## src/rtl/exp_align_pipe.sv

```systemverilog
// rtl/exp_align_pipe.sv - two-stage exponent compare and mantissa align pipeline for FP add/sub
// Define EXP_ALIGN_STICKY_EN to build the sticky-bit reduction; otherwise out_sticky is tied low.
module exp_align_pipe #(
    parameter int EXP_W = 8,
    parameter int MAN_W = 24
) (
    input  logic               CLK,
    input  logic               RST,
    input  logic               in_valid,
    output logic               in_ready,
    input  logic [EXP_W-1:0]   exp1,
    input  logic [EXP_W-1:0]   exp2,
    input  logic [MAN_W-1:0]   man1,
    input  logic [MAN_W-1:0]   man2,
    output logic               out_valid,
    input  logic               out_ready,
    output logic [EXP_W-1:0]   out_exp,
    output logic [EXP_W-1:0]   out_diff,
    output logic               out_swap,
    output logic               out_eq,
    output logic [MAN_W-1:0]   out_man_big,
    output logic [MAN_W+1:0]   out_man_small,
    output logic               out_sticky
);
    localparam int EXT_W = MAN_W + 2;

    logic               s1_valid, s2_valid;
    logic               s1_adv, s2_adv;

    logic [EXP_W-1:0]   s1_exp, s1_diff;
    logic               s1_swap, s1_eq;
    logic [MAN_W-1:0]   s1_man_big, s1_man_small;

    logic [EXP_W-1:0]   s2_exp, s2_diff;
    logic               s2_swap, s2_eq;
    logic [MAN_W-1:0]   s2_man_big;
    logic [EXT_W-1:0]   s2_man_small;

    logic [EXP_W:0]     c_sub;
    logic               c_swap, c_eq;
    logic [EXP_W-1:0]   c_diff, c_exp;
    logic [MAN_W-1:0]   c_big, c_small;

    logic [EXT_W-1:0]   ext, aligned;
    logic               sat;

    assign s2_adv   = !s2_valid || out_ready;
    assign s1_adv   = !s1_valid || s2_adv;
    assign in_ready = s1_adv;

    // Stage 1: the borrow of the widened subtraction picks the larger exponent.
    always_comb begin
        c_sub   = {1'b0, exp1} - {1'b0, exp2};
        c_swap  = c_sub[EXP_W];
        c_diff  = c_swap ? (exp2 - exp1) : c_sub[EXP_W-1:0];
        c_eq    = (c_sub == '0);
        c_exp   = c_swap ? exp2 : exp1;
        c_big   = c_swap ? man2 : man1;
        c_small = c_swap ? man1 : man2;
    end

    // Stage 2: shifts of EXT_W or more would drop everything, so they saturate to zero.
    always_comb begin
        ext     = {s1_man_small, 2'b00};
        sat     = 32'(s1_diff) >= EXT_W;
        aligned = sat ? '0 : (ext >> s1_diff);
    end

`ifdef EXP_ALIGN_STICKY_EN
    logic [EXT_W-1:0] lost;
    logic             c_sticky;
    logic             s2_sticky;

    always_comb begin
        lost     = ext & ~({EXT_W{1'b1}} << s1_diff);
        c_sticky = sat ? |s1_man_small : |lost;
    end

    always_ff @(posedge CLK or posedge RST) begin
        if (RST) begin
            s2_sticky <= 1'b0;
        end else if (s2_adv && s1_valid) begin
            s2_sticky <= c_sticky;
        end
    end

    assign out_sticky = s2_sticky;
`else
    assign out_sticky = 1'b0;
`endif

    always_ff @(posedge CLK or posedge RST) begin
        if (RST) begin
            s1_valid     <= 1'b0;
            s1_exp       <= '0;
            s1_diff      <= '0;
            s1_swap      <= 1'b0;
            s1_eq        <= 1'b0;
            s1_man_big   <= '0;
            s1_man_small <= '0;
            s2_valid     <= 1'b0;
            s2_exp       <= '0;
            s2_diff      <= '0;
            s2_swap      <= 1'b0;
            s2_eq        <= 1'b0;
            s2_man_big   <= '0;
            s2_man_small <= '0;
        end else begin
            if (s1_adv) begin
                s1_valid <= in_valid;
                if (in_valid) begin
                    s1_exp       <= c_exp;
                    s1_diff      <= c_diff;
                    s1_swap      <= c_swap;
                    s1_eq        <= c_eq;
                    s1_man_big   <= c_big;
                    s1_man_small <= c_small;
                end
            end
            // Output registers only change when the consumer has taken the current result.
            if (s2_adv) begin
                s2_valid <= s1_valid;
                if (s1_valid) begin
                    s2_exp       <= s1_exp;
                    s2_diff      <= s1_diff;
                    s2_swap      <= s1_swap;
                    s2_eq        <= s1_eq;
                    s2_man_big   <= s1_man_big;
                    s2_man_small <= aligned;
                end
            end
        end
    end

    assign out_valid     = s2_valid;
    assign out_exp       = s2_exp;
    assign out_diff      = s2_diff;
    assign out_swap      = s2_swap;
    assign out_eq        = s2_eq;
    assign out_man_big   = s2_man_big;
    assign out_man_small = s2_man_small;

endmodule

```

## config.mk

```make
export PLATFORM = sky130hd
export DESIGN_NAME = exp_align_pipe
export DESIGN_NICKNAME = d
export VERILOG_FILES = /design/src/rtl/exp_align_pipe.sv
export SDC_FILE = /design/constraint.sdc
export NUM_CORES = 1
export LEC_CHECK = 0
export CORE_ASPECT_RATIO = 0.6
export CORE_UTILIZATION = 40
export CTS_CLUSTER_SIZE = 14
export DETAILED_ROUTE_END_ITERATION = 6
export PLACE_DENSITY = 0.66
export REMOVE_ABC_BUFFERS = 1
export SLEW_MARGIN = 0
export SYNTH_ARGS = -nofsm -noshare
export SYNTH_HDL_FRONTEND = slang
export SYNTH_SLANG_ARGS = --single-unit
```

## constraint.sdc

```tcl
create_clock -name CLK -period 5.85 [get_ports CLK]
set_input_delay 1.755 -clock CLK [delete_from_list [all_inputs] [get_ports CLK]]
set_output_delay 1.755 -clock CLK [all_outputs]
set_load 0.01 [all_outputs]
```

Word-level counts from Yosys, hierarchy flattened --
Index checks and enable logic that the tools add are counted.
Storage, ports and cells: word-level logic and storage cells 30, register bits 136, output and inout bits 71, input port bits 68
Operators by class: shifts and indexed selects 1, order comparisons 1, $add $sub $neg 2, reductions and logical operators 7, mux-type cells 5
Operator list (number):
- 2-to-1 mux 24 bit | 2
- 2-to-1 mux 26 bit | 1
- >> shifter 26 x 8 -> 26 bit | 1
- 2-to-1 mux 8 bit | 2
- logical NOT 9 bit | 1
- subtractor 8 x 8 -> 9 bit | 1
- greater-or-equal comparator 8 x 5 -> 1 bit, second input constant | 1
- subtractor 8 bit | 1
- AND reduction 2 bit | 2
- logical NOT 1 bit | 2
- logical OR 1 bit | 2

Logic depth before layout (Yosys ltp) --
Gate-level depths: netlist of the first run.
depth in word-level cells 4, gate-level depth with buffers 10, depth with buffers taken out 9

Worst setup path after synthesis of the first run --
No wires, ideal clock.
kind input to output, start in out_ready, end out in_ready, arrival time 1979 ps, path buffers 0, stages 1, path slack 2116 ps, data required time 4095 ps, cell sequence nand3b_1
Between the ends: longest elaborated chain between the ends 2
Ends and longest elaborated chain:
- start, declared | line 16 | input logic out_ready,
- logical OR 1 bit | line 47 | assign s2_adv = !s2_valid || out_ready;
- logical OR 1 bit | line 48 | assign s1_adv = !s1_valid || s2_adv;
- end, declared | line 10 | output logic in_ready,
Every way passes these cells.

Worst setup path in the final report of the first run --
Ends and elaborated chain as after synthesis.

==> results of run 1 <==
[area by class of cell]
class	count	share of cell area, %
timing repair buffer	148	15.35
clock inverter	14	1.454
multi-input combinational	574	39.05
sequential	136	35.63
clock buffer	18	4.493
tap	240	3.144
inverter	21	0.8777
[state kept, by name, indices dropped and copies added, names as in the netlist, 8 cells and up]
| signal | cells |
|---|---|
| out_diff | 8 |
| out_exp | 8 |
| out_man_big | 24 |
| out_man_small | 26 |
| s1_diff | 8 |
| s1_exp | 8 |
| s1_man_big | 24 |
| s1_man_small | 24 |
[worst max-delay path: cells and delay by family]
family	cells	cell delay, ns
buf+inv	2	1.03
simple gates	1	0.18
[cell families (layout without fill, tap and decap cells)]
group	count (synthesis)	count (layout)	share of synthesized area [%]
simple gates	307	307	17.19
fa+ha+maj	18	18	3.202
compound gates	160	160	14.71
other cells	1	1	0.04999
xor+xnor	4	4	0.4671
flops	136	136	45.36
mux	84	84	14.03
buf+inv	75	201	4.987
[metrics by stage]
| step | cells | cell area [sq um] | utilization (%) | total power, mW | hold WS [ns] |
|---|---|---|---|---|---|
| floorplan | 731 | 7207 | - | 1.865 | 0.4460 |
| global placement | 1119 | 8984 | 49.33 | 2.314 | 0.4628 |
| detailed placement | 1119 | 8984 | 49.33 | 2.333 | 0.4751 |
| CTS | 1151 | 9552 | 52.45 | 3.395 | 0.4888 |
| global route | 1151 | 9552 | 52.45 | 3.565 | 0.5130 |
| finish | 1151 | 9552 | 52.45 | 3.385 | 0.4836 |
[cells in the mapped netlist, types with 8 or more instances]
| cell | instances |
|---|---|
| mux4_2 | 12 |
| clkbuf_1 | 28 |
| nand2_1 | 179 |
| buf_4 | 11 |
| and2_1 | 8 |
| ha_1 | 16 |
| buf_2 | 9 |
| a21oi_1 | 13 |
| mux2_2 | 49 |
| inv_1 | 19 |
| nor2_1 | 78 |
| mux2i_1 | 23 |
| a31oi_1 | 62 |
| a22oi_1 | 8 |
| a22o_1 | 8 |
| dfrtp_1 | 136 |
| o21ai_0 | 26 |
[path summary, 6_finish.rpt]
check | from | end
worst max-delay path | out_ready | in_ready
worst min-delay path | out_diff[1] | out_diff[1]
worst max register to register | s1_diff[0] | out_man_small[1]
worst min register to register | out_diff[1] | out_diff[1]
max in group asynchronous | RST | s1_man_big[13]
min in group asynchronous | RST | out_man_big[0]
[per-layer routing]
metal	part of all wire, %	vias up	track usage [%]
li1	-	2993	-
met3	7.2	16	4.501
met4	0.75	0	5.266
met2	37	230	27.16
met1	55	3057	37.34
met5	0	-	0
[cell usage in the layout, fill, tap and decap left out, drive strengths merged, types with 5 or more instances in the layout]
cell type,n
and2,9
mux2,49
a22o,8
a21oi,14
dfrtp,136
clkdlybuf4s50,137
o21ai,29
nand2,180
nand2b,6
clkinv,6
o211ai,7
a31oi,62
nor3,5
mux4,12
ha,16
nor2,79
o221ai,7
nand3,6
mux2i,23
buf,11
a22oi,8
clkbuf,18
inv,26
[power by group through the flow]
| stage | Sequential (mW) | Combinational (mW) | Clock (mW) |
|---|---|---|---|
| 6_report | 1.26 | 1.07 | 1.06 |
| 5_1_grt | 1.29 | 1.16 | 1.12 |
| 4_1_cts | 1.26 | 1.07 | 1.07 |
| 3_5_place_dp | 1.27 | 1.06 | 0 |
| 3_3_place_gp | 1.27 | 1.04 | 0 |
| 2_1_floorplan | 1.31 | 0.553 | 0 |
==> key figures, run 1 <==
Clocking
  • Root buf cell: clkbuf_16
  • Max clock buf depth: 2
  • Post-CTS Setup Bufs: 0
  • Htree depth: 4
  • Post-CTS Resized: 0
  • Sink Count: 136
  • Clk slew on worst S/H paths: 0.06 ns
  • Cts hold-fix bufs: 0
  • Clock buffer count from CTS: 17
  • TritonCTS clock tree: yes
  • Worst-Skew Late Latency: 0.42 ns

Global routing
  • Vias in the first global route: 5806
  • Initial antenna violation count: 0
  • First-pass GRT wire length: 32730 um
  • Largest net degree at the start of global routing: 74
  • Total track usage: 22.06%
  • Global route overflow: 0

Pwr
  • Peak supply drop: around 0.19 mV
  • Seq pwr share: 37.3%
  • Pint: around 2.2 mW
  • Switching share of total power: between 30% and 40%
  • Gate power share: 31.5%
  • Static leakage: 4.055 nW
  • Switch Pwr: 1.141 mW
  • Power Density: approximately 350 nW/um^2
  • Clock power share: between 30% and 40%

Floorplan
  • Core area: 18210 sq um
  • Die height: 108.1 um
  • Chip Width: ~180 um
  • Io pins: 139
  • Die area: 19320 sq um
  • Cell Rows: 38
  • Initial Utilization: 41.20%

Yosys
  • Async set-or-reset flop fraction in the synthesized netlist: 100.0%
  • Mapped cell area: 7502 sq um
  • Synth top area share: 45.36%
  • Yosys cell types: 62
  • Area leader, netlist: dfrtp_1
  • Register bit total from synthesis: approximately 140
  • Register area share after synthesis: 45.36%
  • Synth warnings: 0
  • Avg Inst Size Synth: 9.557 sq um
  • Cells after Synth: 785
  • Synth area leaders: dfrtp_1 (45%), nand2_1 (9.0%), mux2_2 (7.4%)
  • Ys flop type: dfrtp_1
  • Number of synthesized flops with an enable pin: 0

Detailed routing
  • WL per Instance: 17.77 um
  • DRT Pass-1 Iters: 6
  • Via density: roughly 5.5
  • DRC: 0
  • Vias: around 6300
  • Final wirelength: 20460 um
  • ANT nets after route: 0
  • Iteration-0 DRC Markers: 557

STA
  • Final Critical Period: 4.716 ns
  • Total negative setup slack: 0 ns
  • Worst-margin pin slew: 0.8109 ns
  • Fin crit share: 80.62%
  • Final setup fails: 0
  • Max Clk Rate: 0.2120 GHz
  • Final worst setup slack: 1.134 ns
  • Max_slew headroom: about 46%
  • RSZ-0062 raised after global routing: false
  • Final hold viol count: 0
  • Max Slew Vio Count: 0
  • Layout Skew: 0.01291 ns

Finish
  • Area taken by flip-flops and latches: about 3400 sq um
  • Area growth syn-to-layout: 27.32%
  • Share of cells above drive strength 1: between 10% and 20%
  • NumNets Final: 984
  • Diode count: 0
  • FILL cells: 1685
  • Area of the multi-input gates: approximately 3700 sq um

Worst setup path
  • Max stage delay on crit path: 0.56 ns
  • Critical Path RT: between 4 and 5 ns
  • Worst setup SP type: primary input
  • Setup slack, reg-to-reg: around 3.6 ns
  • Critical-path cell list: clkdlybuf4s50_1 -> nand3b_1 -> clkdlybuf4s50_1
  • CP most frequent cell: clkdlybuf4s50_1
  • Crit path DAT: 2.96 ns
  • Cell depth of the worst flop-to-flop path: 5
  • Crit. End Element: output pin
  • Crit Path Max Fanout: 4
  • Crit path kind: in2out
  • CP max-delay cell: clkdlybuf4s50_1

Hold path
  • Worst min-delay path category: reg2reg
  • Worst hold stages: 2

Placed design
  • Post-DP HPWL: 14380 um
  • IO Port Bufs: 137
  • GPL Wtd Cong: around 0.9
  • Post-placement worst setup slack: 1.054 ns

Flow run
  • Max-Cap Viols: 0

Outcome
  • Outcome: finished clean
Power figures use the tool's default switching activity.
==> run 2, diff against run 1 <==
==> constraint.sdc (replaced) <==
create_clock -name CLK -period 4.5 [get_ports CLK]
set_input_delay 1.35 -clock CLK [delete_from_list [all_inputs] [get_ports CLK]]
set_output_delay 1.35 -clock CLK [all_outputs]
set_load 0.01 [all_outputs]
==> run 2 against run 1 <==
Effect of this change: sequential share of layout area is 0.21 points lower; setup slack worse by 0.53 ns; clock power is 25% higher; sequential power is 30% higher; critical path depth stayed put; register-to-register slack worse by 1.3 ns; global-route usage is 0.29 points lower; worst hold slack better by 0.00053 ns; largest cell class unchanged; largest power group unchanged.
==> key figures, run 2 (synthesis gave the netlist of run 1 again) <==
Worst setup path
  • Max stage delay on crit path: 0.56 ns
  • CP most frequent cell: clkdlybuf4s50_1
  • CP max-delay cell: clkdlybuf4s50_1
  • Crit path kind: in2out
  • Worst setup SP type: primary input
  • Crit Path Max Fanout: 4
  • Crit path DAT: 2.55 ns
  • Crit. End Element: output pin
  • Critical-path cell list: clkdlybuf4s50_1 -> nand3b_1 -> clkdlybuf4s50_1
  • Critical Path RT: 3.15 ns

Detailed routing
  • Iteration-0 DRC Markers: 591
  • Final wirelength: around 20000 um
  • Vias: 6203
  • ANT nets after route: 0
  • Via density: 5.385
  • DRC: 0
  • WL per Instance: around 17 um
  • DRT Pass-1 Iters: 5

Floorplan
  • Die area: a little under 20000 sq um
  • Die height: 108.1 um
  • Cell Rows: 38
  • Initial Utilization: 41.20%
  • Core area: 18210 sq um
  • Chip Width: 178.8 um
  • Io pins: 139

Clocking
  • Post-CTS Setup Bufs: 0
  • Root buf cell: clkbuf_16
  • Clock buffer count from CTS: 17
  • Post-CTS Resized: 0
  • Sink Count: 136
  • Clk slew on worst S/H paths: 0.06 ns
  • Cts hold-fix bufs: 0
  • Worst-Skew Late Latency: about 0.42 ns
  • TritonCTS clock tree: yes
  • Htree depth: 4
  • Max clock buf depth: 2

Global routing
  • Met3 Track Usage GR: 5.063%
  • Initial antenna violation count: 0
  • Global routing's busiest layer: met1
  • Largest net degree at the start of global routing: 80
  • Global route overflow: 0
  • Met2 Track Usage GR: 27.08%
  • Total track usage: 21.78%
  • GR Util met1: 36.11%
  • First-pass GRT wire length: 32170 um
  • Vias in the first global route: roughly 5900

Placed design
  • IO Port Bufs: between 100 and 150
  • Dpl cells: 1120
  • GPL Wtd Cong: 0.8919
  • Post-DP HPWL: 13900 um

Pwr
  • Tot Pwr: 4.363 mW
  • Peak supply drop: 0.3215 mV
  • Power Density: 454.1 nW/um^2
  • Static leakage: 4.069 nW

Finish
  • Share of cells above drive strength 1: between 10% and 20%
  • NumNets Final: 985
  • Diode count: 0
  • Area growth syn-to-layout: 28.09%
  • FILL cells: 1671
  • Most common cell after layout, fill and taps aside: nand2_1
  • Max reg flops: 26
  • Non-filler cells, final: 1152
  • Leading cell types in the layout, fill and taps excluded: nand2_1 (178), clkdlybuf4s50_1 (137), dfrtp_1 (136), nor2_1 (78), a31oi_1 (62)

Hold path
  • Worst min-delay path category: reg2reg

STA
  • RSZ-0062 raised after global routing: false
  • Fin crit share: 86.62%
  • Layout Skew: ~0.011 ns
  • Final Critical Period: 3.898 ns
  • Final setup fails: 0
  • Worst-margin pin slew: 0.9650 ns
  • Max Clk Rate: 0.2566 GHz
  • Max Slew Vio Count: 0
  • Final hold viol count: 0
  • Max_slew headroom: about 36%

Outcome
  • Outcome: finished clean

Flow run
  • Max-Cap Viols: 0
-- run 2: cell count changes in the layout (fill, tap and decap cells not counted), sizes merged --
cell	before	now
clkbuf	18	19
buf	11	12
inv	26	25
clkinvlp	2	3
bufinv	1	0
-- run 2: metal layers --
metal / up-vias / routed length, um
li1: 2991 / -
met2: 218 / 7460
met4: 0 / 181
met3: 18 / 1461
met1: 2976 / 10970
met5: - / 0
-- run 2: worst paths after layout --
path / start / end / slack [ns] / cells after the start
worst max-delay path: out_ready / in_ready / 0.60 / 3
worst min-delay path: s1_swap / s1_swap / 0.48 / 2
worst max register to register: s1_diff[0] / out_man_small[0] / 2.30 / 6
worst min register to register: s1_swap / s1_swap / 0.48 / 2
max in group asynchronous: RST / s1_man_small[21] / 2.25 / 3
min in group asynchronous: RST / out_man_big[2] / 1.43 / 2
-- run 2: per-stage QoR --
stage / setup slack [ns] / instance area (sq um) / hold slack [ns] / TNS, ns / utilization (%)
final: 0.6023 / 9609 / 0.4842 / 0 / 52.77
after global routing: 0.5499 / 9609 / 0.5013 / 0 / 52.77
after CTS: 0.5996 / 9609 / 0.4883 / 0 / 52.77
after detailed placement: 0.4731 / 9054 / 0.4729 / 0 / 49.72
after global placement: 0.5566 / 9054 / 0.4641 / 0 / 49.72
after floorplan: -0.4895 / 7207 / 0.4460 / -66.57 / -
-- run 2: final cells by class --
cell class | count | area [sq um] | share of cell area [%]
Sequential cell | 136 | 3403 | 35.42
Inverter | 21 | 83.83 | 0.8724
Timing Repair Buffer | 149 | 1536 | 15.99
Clock inverter | 13 | 112.6 | 1.172
Multi-Input combinational cell | 574 | 3730 | 38.82
Clock buffer | 19 | 442.9 | 4.609
Tap cell | 240 | 300.3 | 3.125
-- run 2: report_power, final --
part	switching [mW]	internal, mW	total, mW
logic	0.699	0.695	1.39
clock network	0.593	0.735	1.33
registers	0.182	1.46	1.64
-- run 2: critical path: cells and delay by family --
kind	cells	cell delay [ns]
AND/OR/NAND/NOR	1	0.17
buffers and inverters	2	1.02
==> run 3, diff against run 2 <==
--- a/config.mk
+++ b/config.mk
@@ -9,7 +9,7 @@
 export CORE_UTILIZATION = 40
 export CTS_CLUSTER_SIZE = 14
 export DETAILED_ROUTE_END_ITERATION = 6
-export PLACE_DENSITY = 0.66
+export PLACE_DENSITY = 0.67
 export REMOVE_ABC_BUFFERS = 1
 export SLEW_MARGIN = 0
 export SYNTH_ARGS = -nofsm -noshare
==> run 3 against run 2 <==
Effect of this change: clock-buffer cell count shrank 1; setup slack lost 0.015 ns; register-to-register slack lost 0.20 ns; cell count grew 0.26%; clock power grew 16%.
==> key figures, run 3 (synthesis gave the netlist of run 1 again) <==
Outcome
  • Outcome: finished clean

Pwr
  • Static leakage: slightly above 4 nW
  • Seq pwr share: about 36%
  • Gate power share: 30.3%
  • Peak supply drop: 0.3225 mV
  • Tot Pwr: 4.576 mW
  • Clock power share: 33.7%
  • Switch Pwr: about 1.5 mW
  • Power Density: 472.7 nW/um^2
  • Switching share of total power: 32.30%
  • Pint: 3.098 mW

Clocking
  • Max clock buf depth: 2
  • Post-CTS Resized: 0
  • Post-CTS Setup Bufs: 0
  • Clk slew on worst S/H paths: 0.06 ns
  • Htree depth: 4
  • Cts hold-fix bufs: 0
  • Sink Count: roughly 140
  • Root buf cell: clkbuf_16
  • Worst-Skew Late Latency: 0.42 ns
  • TritonCTS clock tree: yes
  • Clock buffer count from CTS: 17

Floorplan
  • Io pins: 139
  • Initial Utilization: roughly 41%
  • Die height: 108.1 um
  • Chip Width: roughly 180 um
  • Die area: 19320 sq um
  • Core area: around 18000 sq um
  • Cell Rows: 38

Detailed routing
  • Iteration-0 DRC Markers: 570
  • Via density: 5.412
  • Vias: 6251
  • ANT nets after route: 0
  • WL per Instance: 17.43 um
  • Final wirelength: 20140 um
  • DRC: 0
  • DRT Pass-1 Iters: 5

Finish
  • Area of the multi-input gates: 3730 sq um
  • Diode count: 0
  • Leading cell types in the layout, fill and taps excluded: nand2_1 (178), clkdlybuf4s50_1 (137), dfrtp_1 (136), nor2_1 (78), a31oi_1 (62)
  • Most common cell after layout, fill and taps aside: nand2_1
  • FILL cells: roughly 1700
  • Non-filler cells, final: 1155
  • Area growth syn-to-layout: 29.02%
  • Design area: 9679 sq um
  • Area taken by flip-flops and latches: 3403 sq um
  • NumNets Final: around 990
  • Max reg flops: 26
  • Share of cells above drive strength 1: 13.01%

Worst setup path
  • Crit path DAT: 2.56 ns
  • Worst setup SP type: primary input
  • Critical-path cell list: clkdlybuf4s50_1 -> nand3b_1 -> clkdlybuf4s50_1
  • Crit Path Max Fanout: 4
  • CP most frequent cell: clkdlybuf4s50_1
  • Crit path kind: in2out
  • Max stage delay on crit path: between 0.5 and 0.6 ns
  • Critical Path RT: 3.15 ns
  • CP max-delay cell: clkdlybuf4s50_1
  • Crit. End Element: output pin

Flow run
  • Max-Cap Viols: 0

STA
  • Max Clk Rate: about 0.26 GHz
  • Fin crit share: between 80% and 90%
  • Layout Skew: 0.01627 ns
  • Total negative setup slack: 0 ns
  • Final setup fails: 0
  • Final hold viol count: 0
  • Final Critical Period: 3.912 ns
  • Max Slew Vio Count: 0
  • RSZ-0062 raised after global routing: false
  • Max_slew headroom: a little over half
  • Worst-margin pin slew: 0.6945 ns
  • Hold slack final: around 0.48 ns

Global routing
  • Largest net degree at the start of global routing: 69
  • Global route overflow: 0
  • Vias in the first global route: 5712
  • Initial antenna violation count: 0
  • Total track usage: between 20% and 30%
  • First-pass GRT wire length: 32010 um

Hold path
  • Worst min-delay path category: reg2reg

Placed design
  • Dpl cells: 1123
  • IO Port Bufs: between 100 and 150
  • Area after DPL: 9039 sq um
  • GPL Wtd Cong: about 0.9
  • Post-DP HPWL: around 14000 um
==> run 3: per-stage QoR <==
step                utilization, %  setup WS [ns]
floorplan                        -        -0.4895
global route                 53.15         0.5329
global placement             49.64         0.5674
CTS                          53.15         0.5807
detailed placement           49.64         0.5167
finish                       53.15         0.5876
==> run 3: metal layers <==
| metal | vias up | global-route usage, % | share of wire, % |
|---|---|---|---|
| met5 | - | 0 | 0 |
| met4 | 0 | 2.906 | 0.29 |
| li1 | 3002 | - | - |
| met1 | 3003 | 35.85 | 53 |
| met3 | 7 | 5.837 | 8.3 |
| met2 | 239 | 27.39 | 38 |
==> run 3: final timing paths <==
path                       slack (ns)       start  depth (start not counted)                 to
setup / recovery                 0.59   out_ready                          3           in_ready
hold / removal                   0.48     s1_swap                          2            s1_swap
setup reg to reg                 2.10  s1_diff[0]                          4   out_man_small[1]
hold reg to reg                  0.48     s1_swap                          2            s1_swap
max in group asynchronous        2.18         RST                          3  out_man_small[17]
min in group asynchronous        1.39         RST                          2      s1_man_big[2]
==> run 3: power by group through the flow <==
| stage | registers (mW) | logic (mW) | clock network (mW) |
|---|---|---|---|
| floorplan | 1.70 | 0.720 | 0 |
| global placement | 1.66 | 1.36 | 0 |
| detailed placement | 1.67 | 1.37 | 0 |
| CTS | 1.65 | 1.38 | 1.56 |
| global route | 1.68 | 1.51 | 1.62 |
| finish | 1.65 | 1.39 | 1.54 |
==> run 3: area by class of cell <==
class | instances | area share, %
timing repair buffer | 152 | 15.72
inverter | 21 | 0.8661
sequential | 136 | 35.16
clock buffer | 18 | 4.434
tap | 240 | 3.102
clock inverter | 14 | 2.185
multi-input combinational | 574 | 38.53
==> run 3: critical path, delay by kind of cell <==
kind,cells,cell delay [ns]
buffers and inverters,2,1.02
and+or+nand+nor,1,0.18
